===== src/rtl/prirv32_mem_arbiter_pkg.sv =====
// Shared definitions for the prirv32 memory arbiter: FSM and owner encodings,
// default parameter values.
package prirv32_mem_arbiter_pkg;

  typedef enum logic [1:0] {
    ST_IDLE = 2'd0,
    ST_BUSY = 2'd1,
    ST_RESP = 2'd2
  } state_e;

  typedef enum logic {
    OWN_IF = 1'b0,
    OWN_LS = 1'b1
  } owner_e;

  localparam int unsigned STARVE_LIMIT_DEF   = 4;
  localparam int unsigned TIMEOUT_CYCLES_DEF = 255;

endpackage


===== src/rtl/prirv32_arb_prio.sv =====
// Fixed-priority grant (load/store first) with a fetch starvation guard.
// Owns the starvation counter; grants are only issued while i_idle is high.
module prirv32_arb_prio
  import prirv32_mem_arbiter_pkg::*;
#(
  parameter int unsigned STARVE_LIMIT = STARVE_LIMIT_DEF
) (
  input  logic clk_i,
  input  logic rst_n,
  input  logic i_idle,
  input  logic i_if_req,
  input  logic i_ls_req,
  output logic o_if_gnt,
  output logic o_ls_gnt
);

  localparam int unsigned CNT_W = (STARVE_LIMIT < 1) ? 1 : $clog2(STARVE_LIMIT + 1);

  logic [CNT_W-1:0] r_starve_cnt;
  logic             w_starved;

  assign w_starved = (r_starve_cnt == CNT_W'(STARVE_LIMIT));

  always_comb begin
    o_if_gnt = 1'b0;
    o_ls_gnt = 1'b0;
    if (i_idle) begin
      if (i_if_req && (!i_ls_req || w_starved)) begin
        o_if_gnt = 1'b1;
      end else if (i_ls_req) begin
        o_ls_gnt = 1'b1;
      end
    end
  end

  // A starved counter always hands the next grant to IF, so it never exceeds the limit.
  always_ff @(posedge clk_i or negedge rst_n) begin
    if (!rst_n) begin
      r_starve_cnt <= '0;
    end else if (o_if_gnt || (i_idle && !i_if_req)) begin
      r_starve_cnt <= '0;
    end else if (o_ls_gnt && i_if_req && !w_starved) begin
      r_starve_cnt <= r_starve_cnt + CNT_W'(1);
    end
  end

endmodule


===== src/rtl/prirv32_mem_arbiter.sv =====
// Single-port memory bus arbiter between fetch (IF) and load/store (LS).
// Optional wait-state abort: define PRIRV32_MEM_TIMEOUT_EN.
module prirv32_mem_arbiter
  import prirv32_mem_arbiter_pkg::*;
#(
  parameter int unsigned STARVE_LIMIT   = STARVE_LIMIT_DEF,
  parameter int unsigned TIMEOUT_CYCLES = TIMEOUT_CYCLES_DEF
) (
  input  logic        clk_i,
  input  logic        rst_n,
  input  logic        if_req_i,
  input  logic [31:0] if_addr_i,
  output logic        if_gnt_o,
  output logic        if_rvalid_o,
  output logic [31:0] if_rdata_o,
  input  logic        ls_req_i,
  input  logic        ls_we_i,
  input  logic [3:0]  ls_be_i,
  input  logic [31:0] ls_addr_i,
  input  logic [31:0] ls_wdata_i,
  output logic        ls_gnt_o,
  output logic        ls_rvalid_o,
  output logic [31:0] ls_rdata_o,
  output logic        mem_req_o,
  output logic        mem_we_o,
  output logic [3:0]  mem_be_o,
  output logic [31:0] mem_addr_o,
  output logic [31:0] mem_wdata_o,
  input  logic        mem_ready_i,
  input  logic [31:0] mem_rdata_i,
  output logic        if_err_o,
  output logic        ls_err_o
);

  if (TIMEOUT_CYCLES == 0) begin : g_bad_timeout
    $error("prirv32_mem_arbiter: TIMEOUT_CYCLES must be nonzero");
  end

  state_e      r_state;
  owner_e      r_owner;
  logic        r_mem_req;
  logic        r_mem_we;
  logic [3:0]  r_mem_be;
  logic [31:0] r_mem_addr;
  logic [31:0] r_mem_wdata;
  logic        r_if_rvalid;
  logic        r_ls_rvalid;
  logic [31:0] r_if_rdata;
  logic [31:0] r_ls_rdata;
  logic        w_idle;
  logic        w_if_gnt;
  logic        w_ls_gnt;

`ifdef PRIRV32_MEM_TIMEOUT_EN
  localparam int unsigned WAIT_W =
    ($clog2(TIMEOUT_CYCLES + 1) > 8) ? $clog2(TIMEOUT_CYCLES + 1) : 8;
  logic [WAIT_W-1:0] r_wait_cnt;
  logic              r_if_err;
  logic              r_ls_err;
`endif

  assign w_idle = (r_state == ST_IDLE);

  prirv32_arb_prio #(
    .STARVE_LIMIT(STARVE_LIMIT)
  ) u_arb_prio (
    .clk_i    (clk_i),
    .rst_n    (rst_n),
    .i_idle   (w_idle),
    .i_if_req (if_req_i),
    .i_ls_req (ls_req_i),
    .o_if_gnt (w_if_gnt),
    .o_ls_gnt (w_ls_gnt)
  );

  always_ff @(posedge clk_i or negedge rst_n) begin
    if (!rst_n) begin
      r_state     <= ST_IDLE;
      r_owner     <= OWN_IF;
      r_mem_req   <= 1'b0;
      r_mem_we    <= 1'b0;
      r_mem_be    <= '0;
      r_mem_addr  <= '0;
      r_mem_wdata <= '0;
      r_if_rvalid <= 1'b0;
      r_ls_rvalid <= 1'b0;
      r_if_rdata  <= '0;
      r_ls_rdata  <= '0;
`ifdef PRIRV32_MEM_TIMEOUT_EN
      r_wait_cnt  <= '0;
      r_if_err    <= 1'b0;
      r_ls_err    <= 1'b0;
`endif
    end else begin
      unique case (r_state)
        ST_IDLE: begin
          if (w_ls_gnt) begin
            r_state     <= ST_BUSY;
            r_owner     <= OWN_LS;
            r_mem_req   <= 1'b1;
            r_mem_we    <= ls_we_i;
            r_mem_be    <= ls_be_i;
            r_mem_addr  <= ls_addr_i;
            r_mem_wdata <= ls_wdata_i;
          end else if (w_if_gnt) begin
            r_state     <= ST_BUSY;
            r_owner     <= OWN_IF;
            r_mem_req   <= 1'b1;
            r_mem_we    <= 1'b0;
            r_mem_be    <= '1;
            r_mem_addr  <= if_addr_i;
            r_mem_wdata <= '0;
          end
        end
        ST_BUSY: begin
          if (mem_ready_i) begin
            r_state   <= ST_RESP;
            r_mem_req <= 1'b0;
            if (r_owner == OWN_LS) begin
              r_ls_rvalid <= 1'b1;
              r_ls_rdata  <= r_mem_we ? '0 : mem_rdata_i;
            end else begin
              r_if_rvalid <= 1'b1;
              r_if_rdata  <= mem_rdata_i;
            end
`ifdef PRIRV32_MEM_TIMEOUT_EN
            r_wait_cnt <= '0;
          end else if (r_wait_cnt == WAIT_W'(TIMEOUT_CYCLES - 1)) begin
            // Abort completes like a normal response but with zero data and err.
            r_state    <= ST_RESP;
            r_mem_req  <= 1'b0;
            r_wait_cnt <= '0;
            if (r_owner == OWN_LS) begin
              r_ls_rvalid <= 1'b1;
              r_ls_rdata  <= '0;
              r_ls_err    <= 1'b1;
            end else begin
              r_if_rvalid <= 1'b1;
              r_if_rdata  <= '0;
              r_if_err    <= 1'b1;
            end
          end else begin
            r_wait_cnt <= r_wait_cnt + WAIT_W'(1);
`endif
          end
        end
        ST_RESP: begin
          r_state     <= ST_IDLE;
          r_if_rvalid <= 1'b0;
          r_ls_rvalid <= 1'b0;
`ifdef PRIRV32_MEM_TIMEOUT_EN
          r_if_err    <= 1'b0;
          r_ls_err    <= 1'b0;
`endif
        end
        default: r_state <= ST_IDLE;
      endcase
    end
  end

  assign if_gnt_o    = w_if_gnt;
  assign ls_gnt_o    = w_ls_gnt;
  assign if_rvalid_o = r_if_rvalid;
  assign ls_rvalid_o = r_ls_rvalid;
  assign if_rdata_o  = r_if_rdata;
  assign ls_rdata_o  = r_ls_rdata;
  assign mem_req_o   = r_mem_req;
  assign mem_we_o    = r_mem_we;
  assign mem_be_o    = r_mem_be;
  assign mem_addr_o  = r_mem_addr;
  assign mem_wdata_o = r_mem_wdata;

`ifdef PRIRV32_MEM_TIMEOUT_EN
  assign if_err_o = r_if_err;
  assign ls_err_o = r_ls_err;
`else
  assign if_err_o = 1'b0;
  assign ls_err_o = 1'b0;
`endif

endmodule


===== config.mk =====
export PLATFORM = sky130hd
export DESIGN_NAME = prirv32_mem_arbiter
export DESIGN_NICKNAME = d
export VERILOG_FILES = /design/src/rtl/prirv32_mem_arbiter_pkg.sv /design/src/rtl/prirv32_arb_prio.sv /design/src/rtl/prirv32_mem_arbiter.sv
export SDC_FILE = /design/constraint.sdc
export NUM_CORES = 1
export LEC_CHECK = 0
export CAP_MARGIN = 20
export CORE_ASPECT_RATIO = 1.5
export CORE_MARGIN = 1
export CORE_UTILIZATION = 40
export DETAILED_ROUTE_END_ITERATION = 10
export PLACE_DENSITY = 0.78
export SYNTH_ARGS = -nofsm -noshare
export SYNTH_HDL_FRONTEND = slang
export SYNTH_HIERARCHICAL = 1
export SYNTH_SLANG_ARGS = --single-unit
export TNS_END_PERCENT = 20

===== constraint.sdc =====
create_clock -name clk_i -period 5.7 [get_ports clk_i]
set_input_delay 1.14 -clock clk_i [delete_from_list [all_inputs] [get_ports clk_i]]
set_output_delay 1.14 -clock clk_i [all_outputs]
set_load 0.02 [all_outputs]

==> qor.yml <==
finalPower_mw: 5.61
num_vias: 4589
tns_ns: 0
power.density_mw_per_mm2: 586
hpwl_mm: 11.9
dieArea_sq_mm: 0.0158
die_y_um: 154
globalplace.congestion: 0.832
n_antenna_cell: 0
drt_first_pass_iters: 4
rows: 55
syn_area_sq_mm: 0.00612
final_cell_area_sq_mm: 0.00957
first_global_vias: 5093
clock-sinks: 142
tightest_slew_ns: 0.946
num-nets-final: 851
syn_avg_cell_area_sq_um: 13.9
cts_setup_buffers: 0
drt-initial-drc-count: 132
root_buffer: "clkbuf_16"
dpl.cell_count: 889
synth.distinct_cells: 32
rr_startpoint: "r_state[0]$_DFFE_PN0P_"
ant_nets: 0
cp_slowest_cell: "clkdlybuf4s50_1"
finClkSkew_ns: 0.00835
fmax_mhz: 265
htreeDepth: 4
ios: 278
period_needed_ns: 3.78
insertion_delay_ns: 0.42
min-delay-start: "ls_rdata_o[5]$_DFFE_PN0P_"
final_cell_mix: "clkdlybuf4s50_1, dfrtp_1, mux2_4, nand2_1, mux2_2"
slew_viol_final: 0
hold_buffers: 0
grt_max_degree: 80
drive_above_1_share_pct: 19.2
antenna_found_initial: 0
crit_path_frequent_cell: "clkdlybuf4s50_1"
clk_pin_slew_ns: 0.06
track_usage_pct: 21.9
grt_pass1_wl_mm: 26.2
critical_path_class: "in -> out"
fp.dieW_um: 103
max-slew-margin-rel_pct: 36.9
cts_tree: "built"
setup_viol: 0
cap_violations: 0
syn_to_final_growth_pct: 56.3
fin_cells: 923
initial_core_util_pct: 40.8
ys_seq_elements: 142
yosysWarnings: 6
overflow: 0
worstSetupStartpoint: "if_req_i"
timing.critical_path.arrival_ns: 2.64
post-route-period-util_pct: 66.3
cp_cell_sequence: "clkdlybuf4s50_1 > and3_1 > clkdlybuf4s50_1"
layout_commonest_cell: "clkdlybuf4s50_1"
min_path_type: "reg -> reg"
post_cts_resized: 0
placed_area_sq_mm: 0.00894
final_core_util_pct: 63.8
cts_made_buffers: 17
hold_viol: 0
fillerInstances: 1204
routed_via_density: 4.97
crit_path_end_kind: "output pin"
yosysSeqAreaShare_pct: 58.0
ir_drop_mv: 0.326
wl_per_cell_um: 18.0
critPathMaxStageDelay_ns: 0.63
rsz0062_at_grt: "no"
worstPathRequired_ns: 4.56
coreArea_sq_mm: 0.0150
io_buffers: 275
synth_cells: 440
route.detailed.drc: 0
status: "complete, no violations"
routed_wirelength_mm: 16.6
critPathMaxFanout: 5
critPathLaunchType: "input port"
power.leakage_nw: 4.14
clock_path_buffers: 2
## synth_stat cells, drive strengths merged
cell type	count	area, sq um
ha	2	25.0
clkbuf	5	18.8
or2b	2	15.0
inv	4	15.0
a31oi	1	6.26
mux2	96	1290
a22o	33	289
and3	1	6.26
o22ai	3	18.8
o21ai	34	174
o21a	1	7.51
nand4b	1	8.76
nand3b	1	11.3
a32o	1	10.0
nand2	42	158
nor2	2	22.5
conb	1	3.75
dfrtp	142	3550
a21o	2	15.0
nand2b	33	206
and2	1	6.26
nand3	2	10.0
o22a	4	35.0
buf	26	219
## critical path: cells and delay by family
kind | cells | cell delay (ns)
simple gates | 1 | 0.28
buf+inv | 2 | 1.21
## cells by family (layout without fill, tap and decap cells)
family,count (synthesis),after routing,share of synthesized area [%]
other,1,2,0.0613
buffers and inverters,35,318,4.13
DFF,142,142,58.0
adders and majority gates,2,2,0.409
and+or+nand+nor,85,85,7.26
AOI/OAI and AO/OA,79,79,9.07
muxes,96,96,21.0
## metal layers
layer | share of wire (%) | GRT usage, % | up-vias | routed length (um)
met5 | 0 | 0 | - | 0
met4 | 3.7 | 11.8 | 0 | 608
met3 | 6.9 | 5.95 | 40 | 1140
met2 | 52 | 37.4 | 205 | 8660
met1 | 37 | 24.4 | 2265 | 6220
li1 | - | - | 2079 | -
## state kept, by name, indices dropped and copies added, names as in the netlist
| register | flops |
|---|---|
| if_rdata_o | 32 |
| ls_rvalid_o | 1 |
| mem_we_o | 1 |
| u_arb_prio/r_starve_cnt | 3 |
| ls_rdata_o | 32 |
| mem_be_o | 4 |
| r_state | 2 |
| if_rvalid_o | 1 |
| mem_addr_o | 32 |
| r_owner | 1 |
| mem_wdata_o | 32 |
| mem_req_o | 1 |
## metrics by stage
step	worst slack [ns]	hold WS, ns
after global routing	1.86	0.506
after floorplan	2.90	0.530
after CTS	1.92	0.483
final	1.92	0.479
after detailed placement	1.76	0.469
after global placement	1.84	0.463
## area by class of cell
cell class / count / area (sq um) / share of cell area (%)
Clock buffer: 17 / 425 / 4.45
Clock inverter: 15 / 153 / 1.59
Multi-Input combinational cell: 264 / 2340 / 24.4
Sequential cell: 142 / 3550 / 37.1
Timing Repair Buffer: 282 / 2840 / 29.7
Tap cell: 199 / 249 / 2.60
Inverter: 4 / 15.0 / 0.157
## path summary, 6_finish.rpt
path,depth (start not counted),slack (ns),end
min in group asynchronous,1,0.75,if_rdata_o[24]$_DFFE_PN0P_
max reg2reg,7,2.89,mem_addr_o[6]$_DFFE_PN0P_
max in group asynchronous,2,3.65,ls_rdata_o[5]$_DFFE_PN0P_
min,2,0.48,ls_rdata_o[5]$_DFFE_PN0P_
max,3,1.92,if_gnt_o
min reg2reg,2,0.48,ls_rdata_o[5]$_DFFE_PN0P_
## where the power goes
part | internal [mW] | switching, mW | leakage (nW) | total [mW]
logic | 1.49 | 1.26 | 2.10 | 2.75
clock network | 0.613 | 0.467 | 0.286 | 1.08
registers | 1.47 | 0.301 | 1.75 | 1.78
total | 3.58 | 2.03 | 4.14 | 5.61
Power figures use the tool's default switching activity.
